[config.mk]
export PLATFORM = sky130hd
export DESIGN_NAME = keypad_scan_flat
export DESIGN_NICKNAME = d
export VERILOG_FILES = /design/src/rtl/aes_io_pkg.sv /design/src/rtl/keypad_scan_if.sv /design/src/rtl/kp_sync2.sv /design/src/rtl/keypad_scan.sv /design/src/flat_wrapper.sv
export SDC_FILE = /design/constraint.sdc
export NUM_CORES = 1
export LEC_CHECK = 0
export ABC_AREA = 0
export ABC_CLOCK_PERIOD_IN_PS = 2050
export CORE_UTILIZATION = 52
export DETAILED_ROUTE_END_ITERATION = 12
export PLACE_DENSITY_LB_ADDON = 0.1
export SLEW_MARGIN = 0
export SYNTH_ARGS = -nofsm -noshare
export SYNTH_HDL_FRONTEND = slang
export SYNTH_HIERARCHICAL = 1
export SYNTH_SLANG_ARGS = --single-unit
[constraint.sdc]
create_clock -name clk -period 2.05 [get_ports clk]
set_clock_uncertainty 0.2 [all_clocks]
set_input_delay 0.615 -clock clk [delete_from_list [all_inputs] [get_ports clk]]
set_output_delay 0.615 -clock clk [all_outputs]
set_load 0.01 [all_outputs]
[src/rtl/aes_io_pkg.sv]
// aes_io_pkg: keypad key map, scanner FSM state encoding and column priority helper.
package aes_io_pkg;

    typedef enum logic [1:0] {SCAN, DEBOUNCE, HELD, RELEASE} kp_state_t;

    // KEYMAP[row][col] gives the hex code of the key at that crossing
    localparam logic [3:0] KEYMAP [4][4] = '{
        '{4'h1, 4'h2, 4'h3, 4'hA},
        '{4'h4, 4'h5, 4'h6, 4'hB},
        '{4'h7, 4'h8, 4'h9, 4'hC},
        '{4'h0, 4'hF, 4'hE, 4'hD}
    };

    // lowest-index low column wins when several keys share the driven row
    function automatic logic [1:0] low_col(input logic [3:0] c);
        return !c[0] ? 2'd0 : !c[1] ? 2'd1 : !c[2] ? 2'd2 : 2'd3;
    endfunction

endpackage

[src/rtl/keypad_scan_if.sv]
// keypad_scan_if: keypad matrix lines plus the key strobe bus toward the memory/LCD stage.
//   col       keypad column lines, active-low
//   row       one-cold row drive
//   data_out1 hex code of the last accepted key
//   key_valid one-clk strobe when data_out1 updates
//   key_held  high while the accepted key stays pressed
//   slave  = scanner side, master = keypad/consumer side
interface keypad_scan_if;
    logic [3:0] col;
    logic [3:0] row;
    logic [3:0] data_out1;
    logic       key_valid;
    logic       key_held;
    modport slave (input col, output row, data_out1, key_valid, key_held);
    modport master (output col, input row, data_out1, key_valid, key_held);
endinterface

[src/rtl/kp_sync2.sv]
// kp_sync2: 2-flop synchronizer for the 4 asynchronous column lines, idles at 4'hF.
//   clk, reset  clock and synchronous active-high reset
//   d           asynchronous input
//   q           synchronized output
module kp_sync2 (
    input  logic       clk,
    input  logic       reset,
    input  logic [3:0] d,
    output logic [3:0] q
);
    logic [3:0] meta;
    always_ff @(posedge clk) begin
        if (reset) {q, meta} <= 8'hFF;
        else       {q, meta} <= {meta, d};
    end
endmodule

[src/rtl/keypad_scan.sv]
// keypad_scan: 4x4 matrix keypad scanner with debounce, one strobe per accepted key.
//   clk, reset  clock and synchronous active-high reset
//   kp          keypad_scan_if.slave: col in, row/data_out1/key_valid/key_held out
//   Define KEYPAD_REPEAT_EN to re-strobe a held key every REPEAT_SCANS ticks.
module keypad_scan
    import aes_io_pkg::*;
#(
    parameter int SCAN_DIV       = 50000,
    parameter int DEBOUNCE_SCANS = 20,
    parameter int REPEAT_SCANS   = 500
) (
    input  logic          clk,
    input  logic          reset,
    keypad_scan_if.slave  kp
);
    localparam int         TW = $clog2(SCAN_DIV);
    localparam logic [7:0] DB = 8'(DEBOUNCE_SCANS);

    logic [3:0]    col_s;
    logic [TW-1:0] tcnt;
    logic          tick;
    kp_state_t     state, nxt_state;
    logic [1:0]    ridx, nxt_ridx;
    logic [3:0]    cap, nxt_cap;
    logic [7:0]    cnt, nxt_cnt, cnt_inc;
    logic          accept, rep;

    kp_sync2 u_sync (.clk(clk), .reset(reset), .d(kp.col), .q(col_s));

    assign tick    = tcnt == TW'(SCAN_DIV - 1);
    assign cnt_inc = (cnt == 8'hFF) ? cnt : cnt + 8'd1;

    always_ff @(posedge clk) begin
        if (reset || tick) tcnt <= '0;
        else               tcnt <= tcnt + TW'(1);
    end

    always_ff @(posedge clk) begin
        if (reset) begin
            state        <= SCAN;
            ridx         <= 2'd0;
            cap          <= 4'hF;
            cnt          <= 8'd0;
            kp.data_out1 <= 4'h0;
            kp.key_valid <= 1'b0;
        end else begin
            state        <= nxt_state;
            ridx         <= nxt_ridx;
            cap          <= nxt_cap;
            cnt          <= nxt_cnt;
            kp.key_valid <= accept | rep;
            if (accept) kp.data_out1 <= KEYMAP[ridx][low_col(col_s)];
        end
    end

    // acceptance always happens with col_s equal to the captured pattern,
    // so the key code can be looked up from col_s directly
    always_comb begin
        nxt_state = state;
        nxt_ridx  = ridx;
        nxt_cap   = cap;
        nxt_cnt   = cnt;
        accept    = 1'b0;
        if (tick) begin
            case (state)
                SCAN: begin
                    if (col_s == 4'hF) nxt_ridx = ridx + 2'd1;
                    else begin
                        nxt_cap   = col_s;
                        accept    = DB <= 8'd1;
                        nxt_cnt   = accept ? 8'd0 : 8'd1;
                        nxt_state = accept ? HELD : DEBOUNCE;
                    end
                end
                DEBOUNCE: begin
                    accept    = col_s == cap && cnt_inc >= DB;
                    nxt_cnt   = (col_s == cap && !accept) ? cnt_inc : 8'd0;
                    nxt_state = col_s != cap ? SCAN : accept ? HELD : DEBOUNCE;
                end
                HELD: begin
                    if (col_s == 4'hF) begin
                        nxt_cnt   = DB <= 8'd1 ? 8'd0 : 8'd1;
                        nxt_state = DB <= 8'd1 ? SCAN : RELEASE;
                    end
                end
                RELEASE: begin
                    nxt_cnt   = col_s != 4'hF || cnt_inc >= DB ? 8'd0 : cnt_inc;
                    nxt_state = col_s != 4'hF ? HELD : cnt_inc >= DB ? SCAN : RELEASE;
                end
            endcase
        end
    end

    always_comb begin
        kp.row      = ~(4'b0001 << ridx);
        kp.key_held = state == HELD || state == RELEASE;
    end

`ifdef KEYPAD_REPEAT_EN
    // the 8-bit repeat counter caps the repeat period at 255 ticks
    localparam logic [7:0] RP = REPEAT_SCANS > 255 ? 8'd255 : 8'(REPEAT_SCANS);
    logic [7:0] rcnt, rcnt_inc;
    logic       rtick;
    assign rtick    = tick && state == HELD && col_s != 4'hF;
    assign rcnt_inc = (rcnt == 8'hFF) ? rcnt : rcnt + 8'd1;
    assign rep      = rtick && rcnt_inc >= RP;
    // counter is zero whenever outside HELD, so it starts clear on every entry
    always_ff @(posedge clk) begin
        if (reset || state != HELD || rep) rcnt <= 8'd0;
        else if (rtick)                    rcnt <= rcnt_inc;
    end
`else
    logic unused_rep;
    assign unused_rep = REPEAT_SCANS != 0;
    assign rep        = 1'b0;
`endif

endmodule

[src/flat_wrapper.sv]
// flat-port wrapper written by rule: the top's interface ports become plain ports
module keypad_scan_flat import aes_io_pkg::*;
#(
    parameter int SCAN_DIV       = 50000,
    parameter int DEBOUNCE_SCANS = 20,
    parameter int REPEAT_SCANS   = 500
)
  (clk, reset, kp_col, kp_row, kp_data_out1, kp_key_valid, kp_key_held);
  keypad_scan_if kp_i ();
  input  logic clk;
  input  logic reset;
  input wire logic [$bits(kp_i.col)-1:0] kp_col;
  output wire logic [$bits(kp_i.row)-1:0] kp_row;
  output wire logic [$bits(kp_i.data_out1)-1:0] kp_data_out1;
  output wire logic [$bits(kp_i.key_valid)-1:0] kp_key_valid;
  output wire logic [$bits(kp_i.key_held)-1:0] kp_key_held;
  assign kp_i.col = kp_col;
  assign kp_row = kp_i.row;
  assign kp_data_out1 = kp_i.data_out1;
  assign kp_key_valid = kp_i.key_valid;
  assign kp_key_held = kp_i.key_held;
  keypad_scan #(.SCAN_DIV(SCAN_DIV), .DEBOUNCE_SCANS(DEBOUNCE_SCANS), .REPEAT_SCANS(REPEAT_SCANS)) u_core (.clk(clk), .reset(reset), .kp(kp_i));
endmodule
==> qor.yml, run 1 <==
grt_pass1_vias: 1788
whs_ps: 203
regArea_sq_um: 913
critPathMaxStageDelay_ps: 420
holdPathEnd: "u_core/u_sync/q[3]"
start_kind: "flip-flop"
viasPerCell: 5.41
rows: 23
synth_area_leaders: "dfxtp_1 41%, nor2_1 5.3%, ha_1 4.0%, xnor2_1 3.6%, xor2_1 2.8%"
overflow: 0
avgRoutedWirePerCell_microns: 13.8
worst_pin_slew_ps: 454
path_cells: "buf_4 > or4_4 > nor4_4 > nand3_4 > nor4_4 > o22a_1"
drt_drc_violations_left: 0
cp_top_family: "simple AND/OR/NAND/NOR gates"
holdCritStartpoint: "u_core/u_sync/meta[3]"
syn-num-nets: 258
ys_ff_latch: 45
totalWireLength_microns: 4950
dp_hpwl_microns: 3430
postCtsHoldBufs: 0
dr.pass1.iters: 4
fin_area_sq_um: 3030
die_h_microns: 66.9
gr-usage-all-layers_pct: 22.8
fp.dieW_microns: 66.9
cts_made_buffers: 5
netlist_area_sq_um: 2190
yosysWarnings: 6
period_share_pct: 102
setup_viol_count_final: 9
cp.required_ps: 2090
clock_sinks: 45
r2r_end: "u_core/cnt[3]"
min_delay_path_depth: 1
crit_path_start: "u_core/tcnt[11]"
grt_pass1_wl_microns: 7670
synth.largest_area_cell: "dfxtp_1"
drive_gt1_share_pct: 31.5
outcome: "finished, violations left"
synth_edf_count: 0
synthDistinctLibCells: 51
cts_tree: "built"
cp_max_fo: 7
path_buf_inv: 1
ioPinCount: 16
p_per_area_nw_per_um2: 527
rsz0062_at_grt: "yes"
cp_data_arrival_time_ps: 2130
crit_path_frequent_cell: "nor4_4"
multi_input_area_sq_um: 1380
nets: 320
port_buffers: 15
area_growth_pct: 38.3
antennaDiodeCount: 0
endpoint_kind: "flip-flop"
p_leak_nw: 1.31
met2_length_microns: 2400
slew_viol_final: 0
clk_pin_slew_ps: 90
hold_viol: 0
critical_path_class: "reg2reg"
antenna_found_initial: 0
relSlewSlack_pct: 69.5
vias: 1935
place.gp.congestion: 0.843
cts_root_buffer: "clkbuf_8"
r2r_start: "u_core/tcnt[11]"
clock_latency_ps: 300
wl_met3_microns: 120
initial_utilization_pct: 54.3
critPathSlowestCell: "or4_4"
min_period_ps: 2090
nFillCells: 296
h-tree-depth: 2
reg2reg_slack_ps: -40
max-cap-violations: 0
clockBufferDepth: 2
tns_ps: -151
fmax_ghz: 0.478
holdCritPathClass: "reg2reg"
fp.dieArea_sq_um: 4470
synth-seq-area-share_pct: 41.2
reg2regPathDepth: 6
synth_area_per_cell_sq_um: 8.93
synthFlopType: "dfxtp_1"
placed_area_sq_um: 2660
async_flop_share_pct: 0
synth_top_area_share_pct: 41.2
drt_iter0_markers: 71
wl_met1_microns: 2360
ant_nets: 0
dr.max_layer_used: "met4"
violations: "negative setup slack"
core_sq_um: 4030
peakVddDrop_v: 0.000471
fin_ws_ps: -40.0
grt_start_max_net_pins: 16
syn_inst: 245
stage by stage:
stage / std cells / utilization [%] / total power [mW] / worst slack [ps]
2_1_floorplan: 245 / - / 0.956 / -92.2
3_3_place_gp: 341 / 66.1 / 0.990 / -53.6
3_5_place_dp: 341 / 66.1 / 0.991 / -116
4_1_cts: 354 / 71.1 / 1.60 / -26.5
5_1_grt: 358 / 75.1 / 1.65 / -141
6_report: 358 / 75.1 / 1.59 / -40.0
routing by layer:
layer / vias up / GRT usage [%]
li1: 989 / -
met1: 910 / 28.4
met2: 29 / 38.5
met3: 7 / 4.62
met4: 0 / 7.98
met5: - / 0
synth_stat cells, drive strengths merged (3+ instances only):
cell / instances
o211ai: 3
nor2: 32
xnor2: 9
nand2: 15
and3: 6
dfxtp: 45
nand3: 10
mux2i: 5
xor2: 7
nand4: 8
a21oi: 9
ha: 7
o22a: 4
o21ai: 9
nor4: 8
or2: 9
or3: 3
inv: 13
a31oi: 3
buf: 6
and2: 4
worst max-delay path by stage:
stage | end | slack, ps | cells after the start
floorplan | u_core/cap[3] | -90 | 6
global placement | u_core/cnt[2] | -50 | 5
detailed placement | u_core/cnt[0] | -120 | 6
CTS | u_core/cap[3] | -30 | 6
global route | u_core/cap[3] | -140 | 6
finish | u_core/cnt[3] | -40 | 6
cell type report:
class                   instances  area share [%]
clock inverters                 1           0.289
clock buffers                   7            3.18
multi-input cells             179            45.7
well taps                      50            2.07
repair buffers                 63            16.9
flip-flops and latches         45            30.2
inverters                      13            1.61
worst reg2reg max path: cells and delay by family (launching register included):
kind / cells / cell delay [ps]
buffers and inverters: 1 / 140
AND/OR/NAND/NOR: 4 / 1200
flip-flops: 1 / 320
AO/OA/AOI/OAI: 1 / 170
kinds of logic (layout without fill, tap and decap cells):
| group | after synthesis | count (layout) | synth area share [%] |
|---|---|---|---|
| xor gates and xnor gates | 16 | 16 | 6.40 |
| adders and majority gates | 7 | 7 | 4.00 |
| and+or+nand+nor | 112 | 112 | 28.7 |
| AOI/OAI and AO/OA | 39 | 39 | 12.4 |
| muxes | 5 | 5 | 2.29 |
| DFF | 45 | 45 | 41.2 |
| buffers and inverters | 21 | 84 | 5.03 |
report_power, final:
part | switching (mW) | total, mW | internal (mW)
clock network | 0.308 | 0.620 | 0.311
registers | 0.00733 | 0.893 | 0.885
logic | 0.0378 | 0.0813 | 0.0435
placed cells by master (no fill, tap or decap), types with 3 or more instances in the layout:
cell,instances
buf_4,46
dfxtp_1,35
nor2_1,31
nand2_1,14
inv_1,13
dfxtp_2,10
xnor2_1,9
a21oi_1,9
nand3_1,8
nand4_1,8
or2_1,8
clkbuf_8,7
clkdlybuf4s50_1,7
xor2_1,7
nor4_4,6
and3_1,6
ha_1,6
o21ai_1,5
mux2i_1,5
clkbuf_2,4
o22a_1,4
o21ai_0,4
dlymetal6s2s_1,3
and2_1,3
or3_1,3
o211ai_1,3
registers in the layout, summed over array words and instances (netlist names):
register             cells
u_core/kp.data_out1      4
u_core/cnt               8
u_core/cap               4
u_core/state             2
u_core/u_sync/q          4
u_core/u_sync/meta       4
u_core/kp.key_valid      1
u_core/ridx              2
u_core/tcnt             16
what timing repair did:
item                                    4_1_cts  5_1_grt
gates cloned                                  0        0
buffers inserted                              5        4
endpoints found under the setup margin       18       25
pin swaps                                    10       16
gates resized for setup                      23       35
Note: power is estimated with default switching activity, not from simulation.
==> run 2, diff against run 1 <==
- CTS_CLUSTER_DIAMETER: unset -> 150
==> results of run 2 <==
Same layout as run 1: the final DEF is identical, and so are final timing and power.
==> run 3, diff against run 2 <==
- ABC_CLOCK_PERIOD_IN_PS: 2050 -> 2170
- CAP_MARGIN: unset -> 15
- CORE_UTILIZATION: 52 -> 55
- TNS_END_PERCENT: unset -> 100
- clock period: 2.05 -> 2.17 ns (I/O delays scaled with it)
==> qor.yml, run 3 (synthesized netlist as in run 1, its figures left out) <==
max_flop_register: "u_core/tcnt"
outcome: "finished clean"
min_period_ps: 2120
max-cap-violations: 0
nets: 300
layout_common_cells: "42 x dfxtp_1, 31 x nor2_1, 28 x buf_4"
rsz0062_at_grt: "yes"
clk_pin_slew_ps: 90
slew_viol_final: 0
drive_gt1_share_pct: 18.8
start_kind: "flip-flop"
largest_reg_flops: 16
cts_root_buffer: "clkbuf_8"
tns_ps: 0
antenna_found_initial: 0
placed_cells: 327
vias: 1842
port_buffers: 15
initial_utilization_pct: 58.5
fmax_ghz: 0.471
cts_made_buffers: 5
dr.pass1.iters: 4
core_sq_um: 3740
whs_ps: 211
fp.dieW_microns: 65.1
cp_data_arrival_time_ps: 2170
totalWireLength_microns: 4650
endpoint_kind: "flip-flop"
cp.required_ps: 2210
grt_start_max_net_pins: 16
drt_iter0_markers: 99
cp_max_fo: 7
postCtsHoldBufs: 0
p_total_mw: 1.65
final_cells: 336
final_common_cell: "dfxtp_1"
p_per_area_nw_per_um2: 603
area_growth_pct: 24.8
grt_pass1_vias: 1734
clock_latency_ps: 300
setup_viol_count_final: 0
ant_nets: 0
period_share_pct: 97.9
fp.dieArea_sq_um: 4230
grt_pass1_wl_microns: 7320
rows: 22
cts_tree: "built"
largestRegisters: "u_core/tcnt (16), u_core/cnt (8)"
gr-usage-all-layers_pct: 22.7
hold_viol: 0
place.gp.congestion: 0.817
viasPerCell: 5.48
antennaDiodeCount: 0
worst_pin_slew_ps: 524
path_cells: "or4_1 > nor4_4 > nand3_2 > nor4_1 > o22a_1"
avgRoutedWirePerCell_microns: 13.8
critical_path_class: "reg2reg"
drt_drc_violations_left: 0
p_leak_nw: 1.10
overflow: 0
ioPinCount: 16
clockBufferDepth: 2
holdCritPathClass: "reg2reg"
clock_sinks: 45
dp_hpwl_microns: 3360
h-tree-depth: 2
critPathSlowestCell: "or4_1"
relSlewSlack_pct: 64.8
nFillCells: 299
die_h_microns: 65.1
peakVddDrop_v: 0.000456
critPathMaxStageDelay_ps: 570
[run 3: cell count changes in the layout (fill, tap and decap cells not counted), sizes merged]
cell and delta:
clkdlybuf4s50 +4, buf -20, clkbuf -6, dlymetal6s2s -3, dlygate4sd2 +3, inv -1
clkinv +1, bufinv +2
[run 3: critical path: cells and delay by family, from the launching register on]
family / cells / cell delay [ps]
AOI/OAI and AO/OA: 1 / 160
DFF: 1 / 330
and+or+nand+nor: 4 / 1370
[run 3: what timing repair did]
item                       in CTS  in global routing
setup endpoints to repair       6                 30
hold endpoints to repair        0                  0
pin swaps                       0                  5
buffers inserted                0                  1
resized for setup               6                 15
[run 3: worst paths after layout]
kind                         start                 end  slack [ps]  depth (start not counted)
min reg2reg  u_core/u_sync/meta[2]  u_core/u_sync/q[2]         210                          1
max                 u_core/tcnt[4]       u_core/cnt[2]          50                          5
min          u_core/u_sync/meta[2]  u_core/u_sync/q[2]         210                          1
max reg2reg         u_core/tcnt[4]       u_core/cnt[2]          50                          5
[run 3: stage by stage]
stage / utilization [%] / setup slack (ps) / area, sq um
after detailed placement: 67.8 / 8.47 / 2540
after CTS: 71.5 / 11.7 / 2680
after floorplan: - / 12.2 / 2190
final: 73.0 / 45.6 / 2730
after global routing: 73.0 / -80.8 / 2730
after global placement: 67.8 / 44.6 / 2540
[run 3: final cells by class]
type | instances | area [sq um] | area share, %
multi-input combinational | 179 | 1230 | 45.0
tap | 48 | 60.1 | 2.20
timing repair buffer | 43 | 355 | 13.0
clock inverter | 3 | 65.1 | 2.38
inverter | 13 | 48.8 | 1.79
sequential | 45 | 905 | 33.1
clock buffer | 5 | 68.8 | 2.52
[run 3: metal layers]
| metal | routed length (microns) | up-vias | track usage, % |
|---|---|---|---|
| met5 | 0 | - | 0 |
| met4 | 50 | 0 | 8.15 |
| met3 | 117 | 5 | 5.81 |
| met2 | 2220 | 35 | 39.2 |
| met1 | 2270 | 857 | 27.0 |
| li1 | - | 945 | - |
[run 3: power by group]
group | leakage, nW | total [mW] | switching (mW) | internal [mW]
combinational | 0.669 | 0.0668 | 0.0325 | 0.0343
sequential | 0.367 | 0.845 | 0.00871 | 0.837
clock | 0.0681 | 0.736 | 0.279 | 0.457
total | 1.10 | 1.65 | 0.320 | 1.33
